File: src/rtl/nios_system_sram_pkg.sv
// Shared types and widths for the SRAM PIO controller.
package nios_system_sram_pkg;
    localparam int SRAM_ADDR_W = 11;
    localparam int SRAM_DATA_W = 16;
    localparam int WAIT_CNT_W  = 4;

    typedef enum logic [1:0] {
        IDLE   = 2'd0,
        SETUP  = 2'd1,
        ACCESS = 2'd2,
        HOLD   = 2'd3
    } sram_state_t;
endpackage

File: src/rtl/nios_system_sram_ctrl_if.sv
// Asynchronous SRAM pin bundle; master is the controller, slave is the device side.
interface nios_system_sram_ctrl_if
    import nios_system_sram_pkg::*;
#(
    parameter int ADDR_W = SRAM_ADDR_W,
    parameter int DATA_W = SRAM_DATA_W
);
    logic [ADDR_W-1:0] sram_addr;
    logic [DATA_W-1:0] sram_dq_o;
    logic              sram_dq_oe;
    logic [DATA_W-1:0] sram_dq_i;
    logic              sram_ce_n;
    logic              sram_oe_n;
    logic              sram_we_n;

    modport master (
        output sram_addr, sram_dq_o, sram_dq_oe, sram_ce_n, sram_oe_n, sram_we_n,
        input  sram_dq_i
    );
    modport slave (
        input  sram_addr, sram_dq_o, sram_dq_oe, sram_ce_n, sram_oe_n, sram_we_n,
        output sram_dq_i
    );
endinterface

File: src/rtl/nios_system_sram_edge_det.sv
// Registered rising-edge detector for a PIO request level.
module nios_system_sram_edge_det (
    input  logic clk,
    input  logic reset_n,
    input  logic d,
    output logic rise
);
    logic d_q;

    always_ff @(posedge clk or negedge reset_n) begin
        if (!reset_n) d_q <= 1'b0;
        else          d_q <= d;
    end

    assign rise = d & ~d_q;
endmodule

File: src/rtl/nios_system_sram_ctrl.sv
// PIO-driven asynchronous SRAM controller: SETUP / ACCESS (WAIT_STATES+1) / HOLD cycles.
// Optional macro SRAM_CTRL_AUTOINC_EN replaces addr_in with a post-incrementing pointer.
module nios_system_sram_ctrl
    import nios_system_sram_pkg::*;
#(
    parameter int ADDR_W      = SRAM_ADDR_W,
    parameter int DATA_W      = SRAM_DATA_W,
    parameter int WAIT_STATES = 2
)(
    input  logic              clk,
    input  logic              reset_n,
    input  logic [ADDR_W-1:0] addr_in,
    input  logic [DATA_W-1:0] wdata_in,
    input  logic              start_rd,
    input  logic              start_wr,
    output logic [DATA_W-1:0] rd_data,
    output logic              busy,
    output logic              done,
    nios_system_sram_ctrl_if.master sram
);
    localparam logic [1:0] ST_IDLE   = IDLE;
    localparam logic [1:0] ST_SETUP  = SETUP;
    localparam logic [1:0] ST_ACCESS = ACCESS;
    localparam logic [1:0] ST_HOLD   = HOLD;
    localparam logic [WAIT_CNT_W-1:0] WAIT_LOAD = WAIT_CNT_W'(WAIT_STATES);

    logic                  rd_rise, wr_rise;
    logic [1:0]            state;
    logic [WAIT_CNT_W-1:0] wait_cnt;
    logic                  is_wr;
    logic [ADDR_W-1:0]     acc_addr;

    nios_system_sram_edge_det u_rd_edge (.clk(clk), .reset_n(reset_n), .d(start_rd), .rise(rd_rise));
    nios_system_sram_edge_det u_wr_edge (.clk(clk), .reset_n(reset_n), .d(start_wr), .rise(wr_rise));

`ifdef SRAM_CTRL_AUTOINC_EN
    logic [ADDR_W-1:0] ptr, addr_q;

    // A fresh software address takes priority over the post-increment.
    always_ff @(posedge clk or negedge reset_n) begin
        if (!reset_n) begin
            ptr    <= '0;
            addr_q <= '0;
        end else begin
            addr_q <= addr_in;
            if (addr_in != addr_q)   ptr <= addr_in;
            else if (state == ST_HOLD) ptr <= ptr + 1'b1;
        end
    end

    assign acc_addr = ptr;
`else
    assign acc_addr = addr_in;
`endif

    always_ff @(posedge clk or negedge reset_n) begin
        if (!reset_n) begin
            state          <= ST_IDLE;
            wait_cnt       <= '0;
            is_wr          <= 1'b0;
            sram.sram_addr <= '0;
            sram.sram_dq_o <= '0;
            sram.sram_dq_oe <= 1'b0;
            sram.sram_ce_n <= 1'b1;
            sram.sram_oe_n <= 1'b1;
            sram.sram_we_n <= 1'b1;
            rd_data        <= '0;
            busy           <= 1'b0;
            done           <= 1'b0;
        end else begin
            done <= 1'b0;
            case (state)
                ST_IDLE: begin
                    // Write wins a same-cycle collision; edges seen while busy are lost.
                    if (wr_rise || rd_rise) begin
                        state          <= ST_SETUP;
                        is_wr          <= wr_rise;
                        sram.sram_addr <= acc_addr;
                        sram.sram_ce_n <= 1'b0;
                        busy           <= 1'b1;
                        if (wr_rise) begin
                            sram.sram_dq_o  <= wdata_in;
                            sram.sram_dq_oe <= 1'b1;
                        end
                    end
                end
                ST_SETUP: begin
                    state    <= ST_ACCESS;
                    wait_cnt <= WAIT_LOAD;
                    if (is_wr) sram.sram_we_n <= 1'b0;
                    else       sram.sram_oe_n <= 1'b0;
                end
                ST_ACCESS: begin
                    if (wait_cnt == '0) begin
                        state          <= ST_HOLD;
                        sram.sram_we_n <= 1'b1;
                        sram.sram_oe_n <= 1'b1;
                        if (!is_wr) rd_data <= sram.sram_dq_i;
                    end else begin
                        wait_cnt <= wait_cnt - 1'b1;
                    end
                end
                ST_HOLD: begin
                    state           <= ST_IDLE;
                    sram.sram_ce_n  <= 1'b1;
                    sram.sram_dq_oe <= 1'b0;
                    busy            <= 1'b0;
                    done            <= 1'b1;
                end
                default: state <= ST_IDLE;
            endcase
        end
    end
endmodule

File: src/flat_wrapper.sv
// flat-port wrapper written by rule: the top's interface ports become plain ports
module nios_system_sram_ctrl_flat import nios_system_sram_pkg::*;
#(
    parameter int ADDR_W      = SRAM_ADDR_W,
    parameter int DATA_W      = SRAM_DATA_W,
    parameter int WAIT_STATES = 2
)
  (clk, reset_n, addr_in, wdata_in, start_rd, start_wr, rd_data, busy, done, sram_sram_addr, sram_sram_dq_o, sram_sram_dq_oe, sram_sram_ce_n, sram_sram_oe_n, sram_sram_we_n, sram_sram_dq_i);
  nios_system_sram_ctrl_if #(.ADDR_W(ADDR_W), .DATA_W(DATA_W)) sram_i ();
  input  logic clk;
  input  logic reset_n;
  input  logic [ADDR_W-1:0] addr_in;
  input  logic [DATA_W-1:0] wdata_in;
  input  logic start_rd;
  input  logic start_wr;
  output logic [DATA_W-1:0] rd_data;
  output logic busy;
  output logic done;
  output wire logic [$bits(sram_i.sram_addr)-1:0] sram_sram_addr;
  output wire logic [$bits(sram_i.sram_dq_o)-1:0] sram_sram_dq_o;
  output wire logic [$bits(sram_i.sram_dq_oe)-1:0] sram_sram_dq_oe;
  output wire logic [$bits(sram_i.sram_ce_n)-1:0] sram_sram_ce_n;
  output wire logic [$bits(sram_i.sram_oe_n)-1:0] sram_sram_oe_n;
  output wire logic [$bits(sram_i.sram_we_n)-1:0] sram_sram_we_n;
  input wire logic [$bits(sram_i.sram_dq_i)-1:0] sram_sram_dq_i;
  assign sram_sram_addr = sram_i.sram_addr;
  assign sram_sram_dq_o = sram_i.sram_dq_o;
  assign sram_sram_dq_oe = sram_i.sram_dq_oe;
  assign sram_sram_ce_n = sram_i.sram_ce_n;
  assign sram_sram_oe_n = sram_i.sram_oe_n;
  assign sram_sram_we_n = sram_i.sram_we_n;
  assign sram_i.sram_dq_i = sram_sram_dq_i;
  nios_system_sram_ctrl #(.ADDR_W(ADDR_W), .DATA_W(DATA_W), .WAIT_STATES(WAIT_STATES)) u_core (.clk(clk), .reset_n(reset_n), .addr_in(addr_in), .wdata_in(wdata_in), .start_rd(start_rd), .start_wr(start_wr), .rd_data(rd_data), .busy(busy), .done(done), .sram(sram_i));
endmodule
File: config.mk
export PLATFORM = sky130hd
export DESIGN_NAME = nios_system_sram_ctrl_flat
export DESIGN_NICKNAME = d
export VERILOG_FILES = /design/src/rtl/nios_system_sram_pkg.sv /design/src/rtl/nios_system_sram_ctrl_if.sv /design/src/rtl/nios_system_sram_edge_det.sv /design/src/rtl/nios_system_sram_ctrl.sv /design/src/flat_wrapper.sv
export SDC_FILE = /design/constraint.sdc
export NUM_CORES = 1
export LEC_CHECK = 0
export ABC_AREA = 1
export CAP_MARGIN = 20
export CORE_MARGIN = 3
export CORE_UTILIZATION = 40
export DETAILED_ROUTE_END_ITERATION = 10
export GPL_TIMING_DRIVEN = 0
export PLACE_DENSITY = 0.76
export SETUP_SLACK_MARGIN = 0.3
export SLEW_MARGIN = 40
export SYNTH_ARGS = -nofsm -noshare
export SYNTH_HDL_FRONTEND = slang
export SYNTH_SLANG_ARGS = --single-unit
File: constraint.sdc
create_clock -name clk -period 1.59 [get_ports clk]
set_clock_uncertainty 0.2 [all_clocks]
set_input_delay 0.3975 -clock clk [delete_from_list [all_inputs] [get_ports clk]]
set_output_delay 0.3975 -clock clk [all_outputs]
set_load 0.01 [all_outputs]
==> impl_results.md, run 1 <==
- Core box area: just over 0.006 sq mm
- Worst path setup slack after routing: -0.0636 ns
- GRT Residual Overflow: 0
- Clock power share: 14.2%
- Number of setup violations in the final report: 24
- Gate family responsible for the most delay along the worst path: buffers and inverters
- Maximum number of pins on one net before global-route repair: 44
- Setup crit start kind: register
- Footprint of the flip-flops and latches: roughly 0.0015 sq mm
- Share of layout cells above drive strength 1: between 50 and 60%
- Final WL: around 9400 um
- Clock insertion delay at the later pin of the skew report: 0.34 ns
- Final Wtd Congestion: around 0.73
- Unrepaired setup endpoints after global routing: true
- Data arrival time at the worst-slack endpoint: ~1.7 ns
- CTS Root Buffer Type: clkbuf_8
- Flip-flop and latch count after synthesis: slightly below 60
- Syn Std Cell Area: between 0.002 and 0.003 sq mm
- Cell breakdown of the critical path: inv_2 > ha_4 > buf_12 > nand4_4 > buf_6 > buf_8 > nand2_4 > o21ai_2
- Net switching share of the total power: between 30 and 40%
- Post-DRT Antenna Nets: 0
- Upper clock frequency limit: about 0.60 GHz
- Worst-path fanout max: 6
- Final period util: 104%
- Via count of the routed design: 2,645
- Final worst hold slack: 0.114 ns
- Number of distinct library cells after synthesis: 25
- Violations in the final reports: setup timing
- Total leakage power: about 2.5 nW
- Final Critical Period: approximately 1.7 ns
- Number of clock sinks: 58
- Number of top-level pins: 96
- Post-detailed-route wirelength per cell: approximately 18 um
- Number of iterations in the first detailed-routing pass: 4
- Count of warnings emitted by yosys: 0
- TritonCTS clock tree: built
- Final Cell Area: roughly 0.0049 sq mm
- Number of design-rule violations left by the first detailed-router iteration: ~140
- Bufs and invs on worst path: 4
- Number of diodes added for antenna fixing: 0
- Clock transition at path regs: about 0.07 ns
- Area after DPL: between 0.003 and 0.004 sq mm
- Commonest cells after routing, fill and taps aside: dfrtp_1, buf_4, clkdlybuf4s50_1
- Cell row count: 28
- Worst-margin pin slew: 0.328 ns
- Effective utilization at floorplan: between 40% and 50%
- Max-capacitance violation count: 0
- Most common library cell in the layout ignoring fill and taps: dfrtp_1
- Gr usage total: 21.8%
- Internal power component: about 6.1 mW
- Data required time of the critical path: 1.62 ns
- Area of combinational cells with multiple inputs: roughly 0.0013 sq mm
- Synth-to-Final Area Change: 86.9%
- Portion of total power attributed to combinational logic: between 50% and 60%
- Highest-delay cell along the critical path: dfrtp_1
- Wire length of the first global-routing pass: roughly 12,000 um
- Num CTS Buffers: 9
- DR vias/cell: about 5.0
- Worst rel slew slack: roughly 80%
- Number of pins exceeding their max-slew limit in the final report: 0
- Number of H-tree levels: 3
- Antenna violations before repair: 0
- CP Class: reg -> reg
- Detailed-placement wirelength estimate: around 4700 um
- Synthesized area per cell: around 9.6 sq um
- Drt drc: 0
- Type of destination of the critical path: register
- Synthesized netlist net count: 325
- Number of buffers added on ports: between 90 and 100
- Proportion of synthesized chip area in sequential cells: approximately 56%
- Total power divided by cell area: ~2000 mW/mm^2
- Max clock buf depth: 2
- Largest stage delay on the critical path: about 0.40 ns
- Die ar.: approximately 0.0075 sq mm
- Proportion of power drawn by flip-flops and latches: about 27%
- Final net count: between 500 and 600
- Die extent in x: slightly below 90 um
- Final hold violation count: 0
- Total negative setup slack: -0.631 ns
- Peak ir drop on the vdd network: ~0.0012 V
- Path type of the worst min-delay path: in -> reg
- Number of global-route vias before repair: between 2,000 and 3,000
- Run status: complete, but fails checks
- Fill count: 340
- Net switching power: 3.83 mW
- Cells after Synth: approximately 270
- Die Y: just under 90 um
logic make-up (layout without fill, tap and decap cells):
kind of cell / after synthesis / count (layout) / share of synthesized area, %
xor+xnor: 1 / 1 / 0.337
fa+ha+maj: 7 / 7 / 3.37
simple gates: 108 / 108 / 19.5
compound gates: 43 / 43 / 11.2
buf+inv: 54 / 235 / 9.66
flops: 58 / 58 / 55.9
state kept, by name (all words and copies together), names as in the netlist:
register                flops
u_core.wait_cnt             4
u_core.state                2
u_core.sram.sram_ce_n       1
u_core.sram.sram_dq_oe      1
u_core.u_rd_edge.d_q        1
u_core.sram.sram_addr      11
u_core.sram.sram_oe_n       1
u_core.rd_data             16
u_core.sram.sram_we_n       1
u_core.u_wr_edge.d_q        1
u_core.is_wr                1
u_core.sram.sram_dq_o      16
u_core.done                 1
u_core.busy                 1
synth_stat cells, drive strengths merged:
cell	n	area, sq um
nand2	91	394
dfrtp	55	1380
inv	44	165
o21ai	39	259
buf	10	86.3
nand3	10	55.1
ha	7	87.6
dfstp	3	78.8
nand4	3	33.8
nor2	3	18.8
a21oi	2	17.5
o211ai	1	7.51
o31ai	1	7.51
or2	1	6.26
xnor2	1	8.76
power by group through the flow:
stage	registers (mW)	logic [mW]	clock network, mW
floorplan	2.89	1.79	0
global placement	2.60	3.68	0
detailed placement	2.63	3.77	0
CTS	2.59	4.65	1.38
global route	2.76	6.18	1.49
finish	2.69	5.82	1.41
through the flow:
stage / setup slack, ns / power [mW] / cells / utilization, %
final: -0.0636 / 9.93 / 527 / 79.8
after global routing: -0.0982 / 10.4 / 527 / 79.8
after CTS: 0.00577 / 8.62 / 502 / 72.6
after detailed placement: -0.313 / 6.40 / 442 / 61.7
after global placement: -1.91 / 6.28 / 441 / 61.4
after floorplan: 0.134 / 4.67 / 271 / -
timing repair:
item | CTS | global route
pin swaps | 12 | 12
hold endpoints to repair | 15 | 0
gates cloned | 8 | 0
hold buffers | 1 | 0
setup endpoints to repair | 104 | 104
setup buffers | 35 | 25
resized for setup | 284 | 61
layer usage:
| layer | GRT usage (%) | vias to the layer above | routed length [um] |
|---|---|---|---|
| li1 | - | 1198 | - |
| met1 | 26.0 | 1321 | 3560 |
| met2 | 37.9 | 89 | 5050 |
| met3 | 3.90 | 37 | 363 |
| met4 | 10.5 | 0 | 449 |
| met5 | 0 | - | 0 |
worst reg2reg max path, cell delays in order, from the launching register on:
cell	delay, ns
dfrtp_1	0.40
inv_2	0.10
ha_4	0.15
buf_12	0.15
nand4_4	0.12
buf_6	0.17
buf_8	0.14
nand2_4	0.06
o21ai_2	0.06
final timing paths:
check / end / startpoint / slack, ns / cells after the start
max in group asynchronous: u_core.sram.sram_ce_n / reset_n / 0.40 / 3
worst max-delay path: u_core.rd_data[5] / u_core.state[0] / -0.06 / 8
worst min register to register: u_core.sram.sram_we_n / u_core.sram.sram_we_n / 0.27 / 2
worst max register to register: u_core.rd_data[5] / u_core.state[0] / -0.06 / 8
min in group asynchronous: u_core.sram.sram_dq_o[5] / reset_n / 0.25 / 2
worst min-delay path: u_core.u_rd_edge.d_q / start_rd / 0.11 / 1
layout make-up:
| type | instances | share of cell area, % |
|---|---|---|
| multi-input combinational | 159 | 26.3 |
| sequential | 58 | 29.9 |
| buffer | 10 | 2.96 |
| clock inverter | 2 | 0.720 |
| tap | 75 | 1.93 |
| inverter | 44 | 3.81 |
| clock buffer | 14 | 3.34 |
| timing repair buffer | 165 | 31.0 |
No activity file was read; power rests on OpenSTA's default activity.
==> inputs of run 2 (changes only) <==
- CAP_MARGIN: 20 -> 40
==> results of run 2 <==
The final DEF is identical to that of run 1; final timing and power are the same.
